File: config.mk
export PLATFORM = sky130hd
export DESIGN_NAME = block_mean_calc
export DESIGN_NICKNAME = d
export VERILOG_FILES = /design/src/rtl/block_mean_calc.sv
export SDC_FILE = /design/constraint.sdc
export NUM_CORES = 2
export LEC_CHECK = 0
export CAP_MARGIN = 15
export CORE_ASPECT_RATIO = 1.75
export CORE_MARGIN = 2
export CORE_UTILIZATION = 43
export CTS_CLUSTER_DIAMETER = 50
export DETAILED_ROUTE_END_ITERATION = 10
export DONT_BUFFER_PORTS = 1
export HOLD_SLACK_MARGIN = 0.12
export PLACE_DENSITY_LB_ADDON = 0.1
export SETUP_SLACK_MARGIN = 0.5
export SLEW_MARGIN = 20
export SYNTH_ARGS = -nofsm -noshare
export SYNTH_HDL_FRONTEND = slang
export SYNTH_SLANG_ARGS = --single-unit
File: constraint.sdc
create_clock -name pclk -period 57 [get_ports pclk]
set_input_delay 11.4 -clock pclk [delete_from_list [all_inputs] [get_ports pclk]]
set_output_delay 11.4 -clock pclk [all_outputs]
set_load 0.1 [all_outputs]
File: src/rtl/block_mean_calc.sv
// block_mean_calc: accumulates the active RGB stream over an H_BLOCKS x V_BLOCKS
// zone grid and emits each block row's per-channel means as a burst of words.
// Means are taken with a reciprocal multiply and a rounding shift, so no divider.
module block_mean_calc #(
  parameter int H_ACT    = 1280,
  parameter int V_ACT    = 720,
  parameter int H_BLOCKS = 8,
  parameter int V_BLOCKS = 5,
  parameter int RECIP    = 728,
  parameter int SHIFT    = 24
) (
  input  logic        pclk,
  input  logic        rst,
  input  logic        vs,
  input  logic        de,
  input  logic [23:0] rgb,
  output logic [23:0] block_mean,
  output logic        data_vaild,
  output logic [5:0]  block_v_cnt,
  output logic [5:0]  block_h_cnt
);

  localparam int BW  = H_ACT / H_BLOCKS;
  localparam int BH  = V_ACT / V_BLOCKS;
  localparam int XW  = $clog2(H_ACT + 1);
  localparam int YW  = $clog2(V_ACT + 1);
  localparam int BXW = $clog2(BW + 1);
  localparam int BYW = $clog2(BH + 1);
  localparam logic [33:0] RECIP_W = 34'(RECIP);
  localparam logic [34:0] HALF    = 35'd1 << (SHIFT - 1);

  typedef enum logic [0:0] {ST_IDLE = 1'b0, ST_EMIT = 1'b1} state_t;

  // Zero-extended 8-bit channel k of a packed pixel (0=B, 1=G, 2=R).
  function automatic logic [23:0] chan(input logic [23:0] p, input int k);
    return {16'h0000, p[8*k +: 8]};
  endfunction

  // Rounding shift of a scaled product, saturated to one 8-bit channel.
  function automatic logic [7:0] sat_round(input logic [33:0] p);
    logic [34:0] s;
    s = ({1'b0, p} + HALF) >> SHIFT;
    if (s > 35'd255) return 8'hFF;
    else return s[7:0];
  endfunction

  logic           r_de_d;
  logic [XW-1:0]  r_x;
  logic [YW-1:0]  r_y;
  logic [BXW-1:0] r_bx;
  logic [5:0]     r_col;
  logic [BYW-1:0] r_by;
  logic [5:0]     r_row;
  logic [23:0]    r_acc    [H_BLOCKS][3];
  logic [23:0]    r_shadow [H_BLOCKS][3];
  state_t         r_state;
  state_t         w_next;
  logic           w_emit;
  logic [5:0]     r_idx;
  logic [5:0]     r_row_lat;
  logic [23:0]    w_sel [3];
  logic           r_s1_vld;
  logic [5:0]     r_s1_h;
  logic [5:0]     r_s1_v;
  logic [33:0]    r_prod [3];
  logic           w_pix;
  logic           w_row_done;
  logic           w_de_fall;

  // A pixel counts only inside the active window and outside vsync.
  assign w_pix      = de && !vs && (r_x < XW'(H_ACT)) && (r_y < YW'(V_ACT));
  assign w_row_done = w_pix && (r_x == XW'(H_ACT - 1)) && (r_by == BYW'(BH - 1));
  assign w_de_fall  = r_de_d && !de;

  // Line/pixel position and incremental zone column/row tracking.
  always_ff @(posedge pclk or posedge rst) begin
    if (rst) begin
      r_de_d <= 1'b0;
      r_x    <= '0;
      r_y    <= '0;
      r_bx   <= '0;
      r_col  <= 6'd0;
      r_by   <= '0;
      r_row  <= 6'd0;
    end else begin
      r_de_d <= de;
      if (vs) begin
        r_x   <= '0;
        r_y   <= '0;
        r_bx  <= '0;
        r_col <= 6'd0;
        r_by  <= '0;
        r_row <= 6'd0;
      end else if (w_de_fall) begin
        r_x   <= '0;
        r_bx  <= '0;
        r_col <= 6'd0;
        if (r_y < YW'(V_ACT)) begin
          r_y <= r_y + YW'(1);
          if (r_by == BYW'(BH - 1)) begin
            r_by  <= '0;
            r_row <= (r_row == 6'(V_BLOCKS - 1)) ? 6'd0 : r_row + 6'd1;
          end else begin
            r_by <= r_by + BYW'(1);
          end
        end
      end else if (w_pix) begin
        r_x <= r_x + XW'(1);
        if (r_bx == BXW'(BW - 1)) begin
          r_bx  <= '0;
          r_col <= (r_col == 6'(H_BLOCKS - 1)) ? 6'd0 : r_col + 6'd1;
        end else begin
          r_bx <= r_bx + BXW'(1);
        end
      end
    end
  end

  // Zone accumulators; emptied on vsync and when a finished row moves to the shadow bank.
  always_ff @(posedge pclk or posedge rst) begin
    if (rst) begin
      for (int c = 0; c < H_BLOCKS; c++)
        for (int k = 0; k < 3; k++) r_acc[c][k] <= 24'd0;
    end else if (vs || w_row_done) begin
      for (int c = 0; c < H_BLOCKS; c++)
        for (int k = 0; k < 3; k++) r_acc[c][k] <= 24'd0;
    end else if (w_pix) begin
      for (int c = 0; c < H_BLOCKS; c++)
        for (int k = 0; k < 3; k++)
          if (r_col == 6'(c)) r_acc[c][k] <= r_acc[c][k] + chan(rgb, k);
    end
  end

  // Shadow bank captures the finished row, folding in the row-done pixel itself.
  always_ff @(posedge pclk or posedge rst) begin
    if (rst) begin
      for (int c = 0; c < H_BLOCKS; c++)
        for (int k = 0; k < 3; k++) r_shadow[c][k] <= 24'd0;
    end else if (w_row_done) begin
      for (int c = 0; c < H_BLOCKS; c++)
        for (int k = 0; k < 3; k++)
          r_shadow[c][k] <= r_acc[c][k] + ((r_col == 6'(c)) ? chan(rgb, k) : 24'd0);
    end
  end

  // Emit FSM state register.
  always_ff @(posedge pclk or posedge rst) begin
    if (rst) r_state <= ST_IDLE;
    else     r_state <= w_next;
  end

  // Emit FSM next state: one burst of H_BLOCKS words per row-done event.
  always_comb begin
    w_next = r_state;
    case (r_state)
      ST_IDLE: w_next = w_row_done ? ST_EMIT : ST_IDLE;
      ST_EMIT: w_next = (r_idx == 6'(H_BLOCKS - 1)) ? ST_IDLE : ST_EMIT;
      default: w_next = ST_IDLE;
    endcase
  end

  // Emit FSM output: column slot issued into the arithmetic pipeline.
  always_comb begin
    w_emit = 1'b0;
    case (r_state)
      ST_IDLE: w_emit = 1'b0;
      ST_EMIT: w_emit = 1'b1;
      default: w_emit = 1'b0;
    endcase
  end

  // Burst column index and the latched row of the event.
  always_ff @(posedge pclk or posedge rst) begin
    if (rst) begin
      r_idx     <= 6'd0;
      r_row_lat <= 6'd0;
    end else if ((r_state == ST_IDLE) && w_row_done) begin
      r_idx     <= 6'd0;
      r_row_lat <= r_row;
    end else if (w_emit) begin
      r_idx <= (r_idx == 6'(H_BLOCKS - 1)) ? 6'd0 : r_idx + 6'd1;
    end
  end

  // Select the shadow column addressed by the burst index.
  always_comb begin
    for (int k = 0; k < 3; k++) w_sel[k] = 24'd0;
    for (int c = 0; c < H_BLOCKS; c++)
      if (r_idx == 6'(c))
        for (int k = 0; k < 3; k++) w_sel[k] = r_shadow[c][k];
  end

  // Stage 1: scale each channel sum by the reciprocal of the zone area.
  always_ff @(posedge pclk or posedge rst) begin
    if (rst) begin
      r_s1_vld <= 1'b0;
      r_s1_h   <= 6'd0;
      r_s1_v   <= 6'd0;
      for (int k = 0; k < 3; k++) r_prod[k] <= 34'd0;
    end else begin
      r_s1_vld <= w_emit;
      if (w_emit) begin
        r_s1_h <= r_idx;
        r_s1_v <= r_row_lat;
        for (int k = 0; k < 3; k++) r_prod[k] <= {10'd0, w_sel[k]} * RECIP_W;
      end
    end
  end

  // Stage 2: round, saturate and register the outputs; they hold between strobes.
  always_ff @(posedge pclk or posedge rst) begin
    if (rst) begin
      data_vaild  <= 1'b0;
      block_mean  <= 24'd0;
      block_h_cnt <= 6'd0;
      block_v_cnt <= 6'd0;
    end else begin
      data_vaild <= r_s1_vld;
      if (r_s1_vld) begin
        block_mean  <= {sat_round(r_prod[2]), sat_round(r_prod[1]), sat_round(r_prod[0])};
        block_h_cnt <= r_s1_h;
        block_v_cnt <= r_s1_v;
      end
    end
  end

endmodule
# [After elaboration in Yosys (flattened, before gate mapping)]
# Cells that the tools add are included.
[word_totals] elab_cells=283 register_bits=1358
[op_classes] n_mul=3 add_sub_neg=58 n_eq_ne=18 bitwise=1 reduce_logical=38 muxes=92 order_cmp=5
[ops] op="adder 24 x 8 -> 24 bit" n=48
[ops] op="two-way mux 576 bit" n=2
[ops] op="two-way mux 24 bit" n=24
[ops] op="two-way mux 72 bit" n=8
[ops] op="two-way mux 8 bit" n=35
[ops] op="adder 34 x 24 -> 35 bit (second input constant)" n=3
[ops] op="multiplier 24 x 7 -> 31 bit (second input constant)" n=3
[ops] op="two-way mux 6 bit" n=13
[ops] op="equality test 6 x 3 -> 1 bit (second input constant)" n=9
[ops] op="> comparator 11 x 8 -> 1 bit (second input constant)" n=3
[ops] op="two-way mux 11 bit" n=3
[ops] op="two-way mux 10 bit" n=3
[ops] op="nonzero test 2 bit" n=13
[ops] op="equality test 6 x 2 -> 1 bit (second input constant)" n=4
[ops] op="AND reduction 2 bit" n=10
[ops] op="adder 6 x 1 -> 6 bit (second input constant)" n=3
[ops] op="adder 8 x 1 -> 8 bit (second input constant)" n=2
[ops] op="equality test 8 bit (second input constant)" n=2
[ops] op="equality test 6 x 1 -> 1 bit (second input constant)" n=2
[ops] op="zero test 6 bit" n=2
[ops] op="adder 11 x 1 -> 11 bit (second input constant)" n=1
[ops] op="equality test 11 bit (second input constant)" n=1
[ops] op="< comparator 11 bit (second input constant)" n=1
[ops] op="adder 10 x 1 -> 10 bit (second input constant)" n=1
[ops] op="9 further kinds" n=19

# [Longest topological paths before layout]
[depth] ltp_word=10 ltp_mapped=34

# [Worst setup path before layout]
# Ideal clock, no wire load.
[synth_timing] path_type="input to register" from="input port rgb[0]" to="register r_shadow[64] in the netlist's numbering" stages=14 arrival_ns=13.871 setup_time_ns=0.083 path_slack_ns=43.047 required_time_ns=56.917 n_path_buf=0 path_cell_list="and3_1 ha_1 inv_1 fa_1 nor2b_1 o21ai_0 a21oi_1 o21ai_0 a21oi_1 o21a_1 nor2_1 or4b_2 xor2_1 o21ai_0"
[synth_via] elab_chain_cells=2
[synth_lines] element="from (decl)" line="16" rtl="input logic [23:0] rgb,"
[synth_lines] element="two-way mux 8 bit" line="142" rtl="r_shadow[c][k] <= r_acc[c][k] + ((r_col == 6'(c)) ? chan(rgb, k) : 24'd0);"
[synth_lines] element="adder 24 x 8 -> 24 bit" line="142"
[synth_lines] element="to (signal, indexed assignment)" line="142"
[synth_lines] element="to (decl)" line="55" rtl="logic [23:0] r_shadow [H_BLOCKS][3];"
# No other way between the ends.
# A chain may end at the register's enable or synchronous reset.

# [Worst setup path after layout]
[layout_timing] from="input port de" to="register r_shadow[544] in the netlist's numbering"
[layout_via] elab_chain_cells=5
[layout_lines] element="from (decl)" line="15" rtl="input logic de,"
[layout_lines] element="logical AND 1 bit (3 in a row)" line="71" rtl="assign w_pix = de && !vs && (r_x < XW'(H_ACT)) && (r_y < YW'(V_ACT));"
[layout_lines] element="logical AND 1 bit (2 in a row)" line="72" rtl="assign w_row_done = w_pix && (r_x == XW'(H_ACT - 1)) && (r_by == BYW'(BH - 1));"
# No other way between the ends.

==> flow_metrics.py <==
metrics = {
    "routing": {
        "vias_per_cell": 5.435,
        "drt-initial-drc-count": 3639,
        "met2_wirelength_um": 130900,
        "remaining_drc_errors": 0,
        "dr_wl_met3_um": 7303,
        "drtPass1Iterations": 5,
        "via_count": 68550,
        "detail_route.wl_per_cell_um": 19.56,
        "finalWirelength_um": 246600,
        "highest_layer": "met4",
        "wl_met1_um": 99390,
        "antenna_left": 0,
    },
    "floorplan": {
        "core_area_um2": 202800,
        "die_area_um2": 207300,
        "fp-row-count": 219,
        "ios": 65,
        "chipWidth_um": 345.1,
        "start_util": 0.4317,
        "fp.dieH_um": 600.9,
    },
    "timing": {
        "timing.fmax_ghz": 0.06515,
        "maxSlewViolCount": 0,
        "finClkSkew_ps": 53.15,
        "fin_setup_tns_ps": 0,
        "min_period_ps": 15350,
        "rsz0062_at_grt": "no",
        "finalSetupViolCount": 0,
        "hold_viol_final": 0,
        "finalCritPeriodShare": 0.2693,
        "slew-limit-headroom": 0.2521,
        "worst_slew_pin_slew_ps": 1112,
    },
    "pwr": {
        "powerDensity_nw_per_um2": 22.77,
        "leakage_nw": 43.65,
        "ir_drop_mv": 0.02223,
    },
    "placed_design": {
        "gp_congestion": 0.8644,
        "io_buffers": 0,
        "dp_hpwl_um": 181300,
    },
    "outcome": {
        "status": "finished clean",
    },
    "yosys": {
        "synth_top_area_frac": 0.3711,
        "synth_seq_cells": 1298,
        "synth_seq_area_share": 0.3711,
        "ys.flop_type": "dfrtp_1",
        "synth_most_common_cell": "nand2_1",
        "async_reset_ff_frac": 1.000,
        "netlist_top_cells_count": "1336 x nand2_1, 1298 x dfrtp_1, 856 x xnor2_1",
        "synth_area_um2": 87530,
        "synthesis.nets": 10930,
        "syn_avg_cell_area_um2": 8.684,
        "synth-edff-count": 0,
        "netlist_top_cells_area": "dfrtp_1 37%, ha_1 9.0%, xnor2_1 8.6%",
        "ys_warn_count": 0,
        "synth_cell_types": 84,
        "syn-instance-count": 10080,
        "yosys.area.top_type": "dfrtp_1",
    },
    "critical_path": {
        "start_kind": "input pin",
        "path_buf_inv": 4,
        "critPathSlowestCell": "buf_4",
        "cp_cell_sequence": "nand3_1 > nor2_1 > nand2_1 > or4_4 > buf_4 > buf_4 > buf_4 > buf_4 > o21ai_0",
        "crit_fanout": 114,
        "cp.arrival_ps": 16000,
        "crit_path_max_incr_delay_ps": 870,
        "path_common_cell": "buf_4",
        "end_kind": "flip-flop",
        "worstSetupPathType": "in2reg",
        "worstPathRequired_ps": 57650,
        "cpLargestDelayFamily": "buffers and inverters",
    },
    "finish": {
        "fin_nets": 10700,
        "fillers": 19770,
        "final_core_util": 0.4687,
        "multi_input_area_um2": 50270,
        "area_delta_synth_final_pct": 8.585,
        "drive_gt1_frac": 0.04561,
        "ff_latch_area_um2": 32480,
    },
    "clock_network": {
        "cts-resized-gates": 0,
        "clk_pin_slew_worst_paths_ps": 60,
        "cts-root-buf": "clkbuf_16",
        "cts.sinks": 1298,
        "htree_num_levels": 4,
        "cts_hold_buf": 0,
        "cts_buffer_depth": 4,
        "post_cts_buffers": 0,
        "cts_buffers": 155,
        "clk_latency_ps": 830,
        "cts_tree": "yes",
    },
    "grt": {
        "grt_util_all_layers": 0.2373,
        "grt_pass1_wl_um": 394100,
        "grt_pass1_vias": 70300,
        "grt_max_degree": 231,
        "antenna_found_initial": 5,
        "grt.overflow.total": 0,
    },
    "flow_run": {
        "maxCapViolCount": 0,
    },
    "worst_hold_path": {
        "hold_path_class": "reg2reg",
    },
}
registers in the layout, indices dropped and copies added (netlist names), 8 cells and up:
name	cells
r_acc	576
r_shadow	576
r_prod	33
block_mean	24
r_x	11
r_y	10
r_bx	8
r_by	8
layer usage:
metal / GRT usage / up-vias
met3: 0.02270 / 382
met2: 0.4488 / 990
met5: 0 / -
met1: 0.2744 / 33450
met4: 0.08848 / 0
li1: - / 33730
cells by family (layout without fill, tap and decap cells):
kind of cell / after synthesis / after routing / synth area share
compound gates: 2141 / 2141 / 0.1441
xor+xnor: 1019 / 1019 / 0.1020
fa+ha+maj: 824 / 824 / 0.1345
buf+inv: 1293 / 1168 / 0.05569
flops: 1298 / 1298 / 0.3711
mux: 104 / 104 / 0.01268
other cells: 0 / 5 / 0
simple gates: 3400 / 3400 / 0.1800
final cells by class:
class	instances	share of cell area
multi-input combinational	7488	0.5290
sequential	1298	0.3418
clock buffer	216	0.04769
tap	2652	0.03491
inverter	812	0.03215
timing repair buffer	91	0.008109
clock inverter	49	0.006279
antenna	5	0.0001316
per-stage QoR:
| stage | instance area [µm²] | power [mW] | std cells | hold slack (ps) | setup slack, ps |
|---|---|---|---|---|---|
| CTS | 95030 | 2.197 | 12610 | 461.6 | 41770 |
| floorplan | 87530 | 1.102 | 10080 | 351.9 | 9015 |
| finish | 95040 | 2.164 | 12610 | 454.6 | 41650 |
| global route | 95030 | 2.252 | 12610 | 486.8 | 41190 |
| detailed placement | 89900 | 1.158 | 12340 | 448.8 | 40870 |
| global placement | 89900 | 1.153 | 12340 | 445.4 | 40940 |
layout by cell type (no fill, tap or decap), types with 104 or more instances in the layout:
cell	n
nor4_1	115
dfrtp_1	1296
a221oi_1	132
ha_1	625
a21o_1	170
fa_1	195
or3_1	118
o21bai_1	104
a21oi_1	650
xnor2_1	856
inv_1	810
nand3_1	158
and3_1	299
nand2_1	1329
nor3_1	284
clkbuf_16	159
xor2_1	163
o21ai_0	840
nor2_1	750
worst min-delay path: stages (launching register included):
cell and delay [ps]:
dfrtp_1 330, nand2_1 50, nand2_1 40
worst paths after layout:
| kind | start | end | slack, ps | cells after the start |
|---|---|---|---|---|
| max | de | r_shadow[544]$_DFFE_PP0P_ | 41650 | 9 |
| min | r_shadow[216]$_DFFE_PP0P_ | r_shadow[216]$_DFFE_PP0P_ | 450 | 2 |
| max reg2reg | r_idx[0]$_DFFE_PP0P_ | r_prod[97]$_DFFE_PP0P_ | 48060 | 30 |
| min reg2reg | r_shadow[216]$_DFFE_PP0P_ | r_shadow[216]$_DFFE_PP0P_ | 450 | 2 |
| max in group asynchronous | rst | r_acc[465]$_DFFE_PP0P_ | 42410 | 5 |
| min in group asynchronous | rst | r_s1_v[4]$_DFFE_PP0P_ | 10620 | 1 |
where the power goes:
| group | leakage (nW) | switching (mW) | internal, mW |
|---|---|---|---|
| combinational | 23.1 | 0.129 | 0.0679 |
| clock | 2.53 | 0.419 | 0.605 |
| sequential | 18.1 | 0.0116 | 0.931 |
| total | 43.6 | 0.560 | 1.60 |
(Power assumes the default switching activity.)
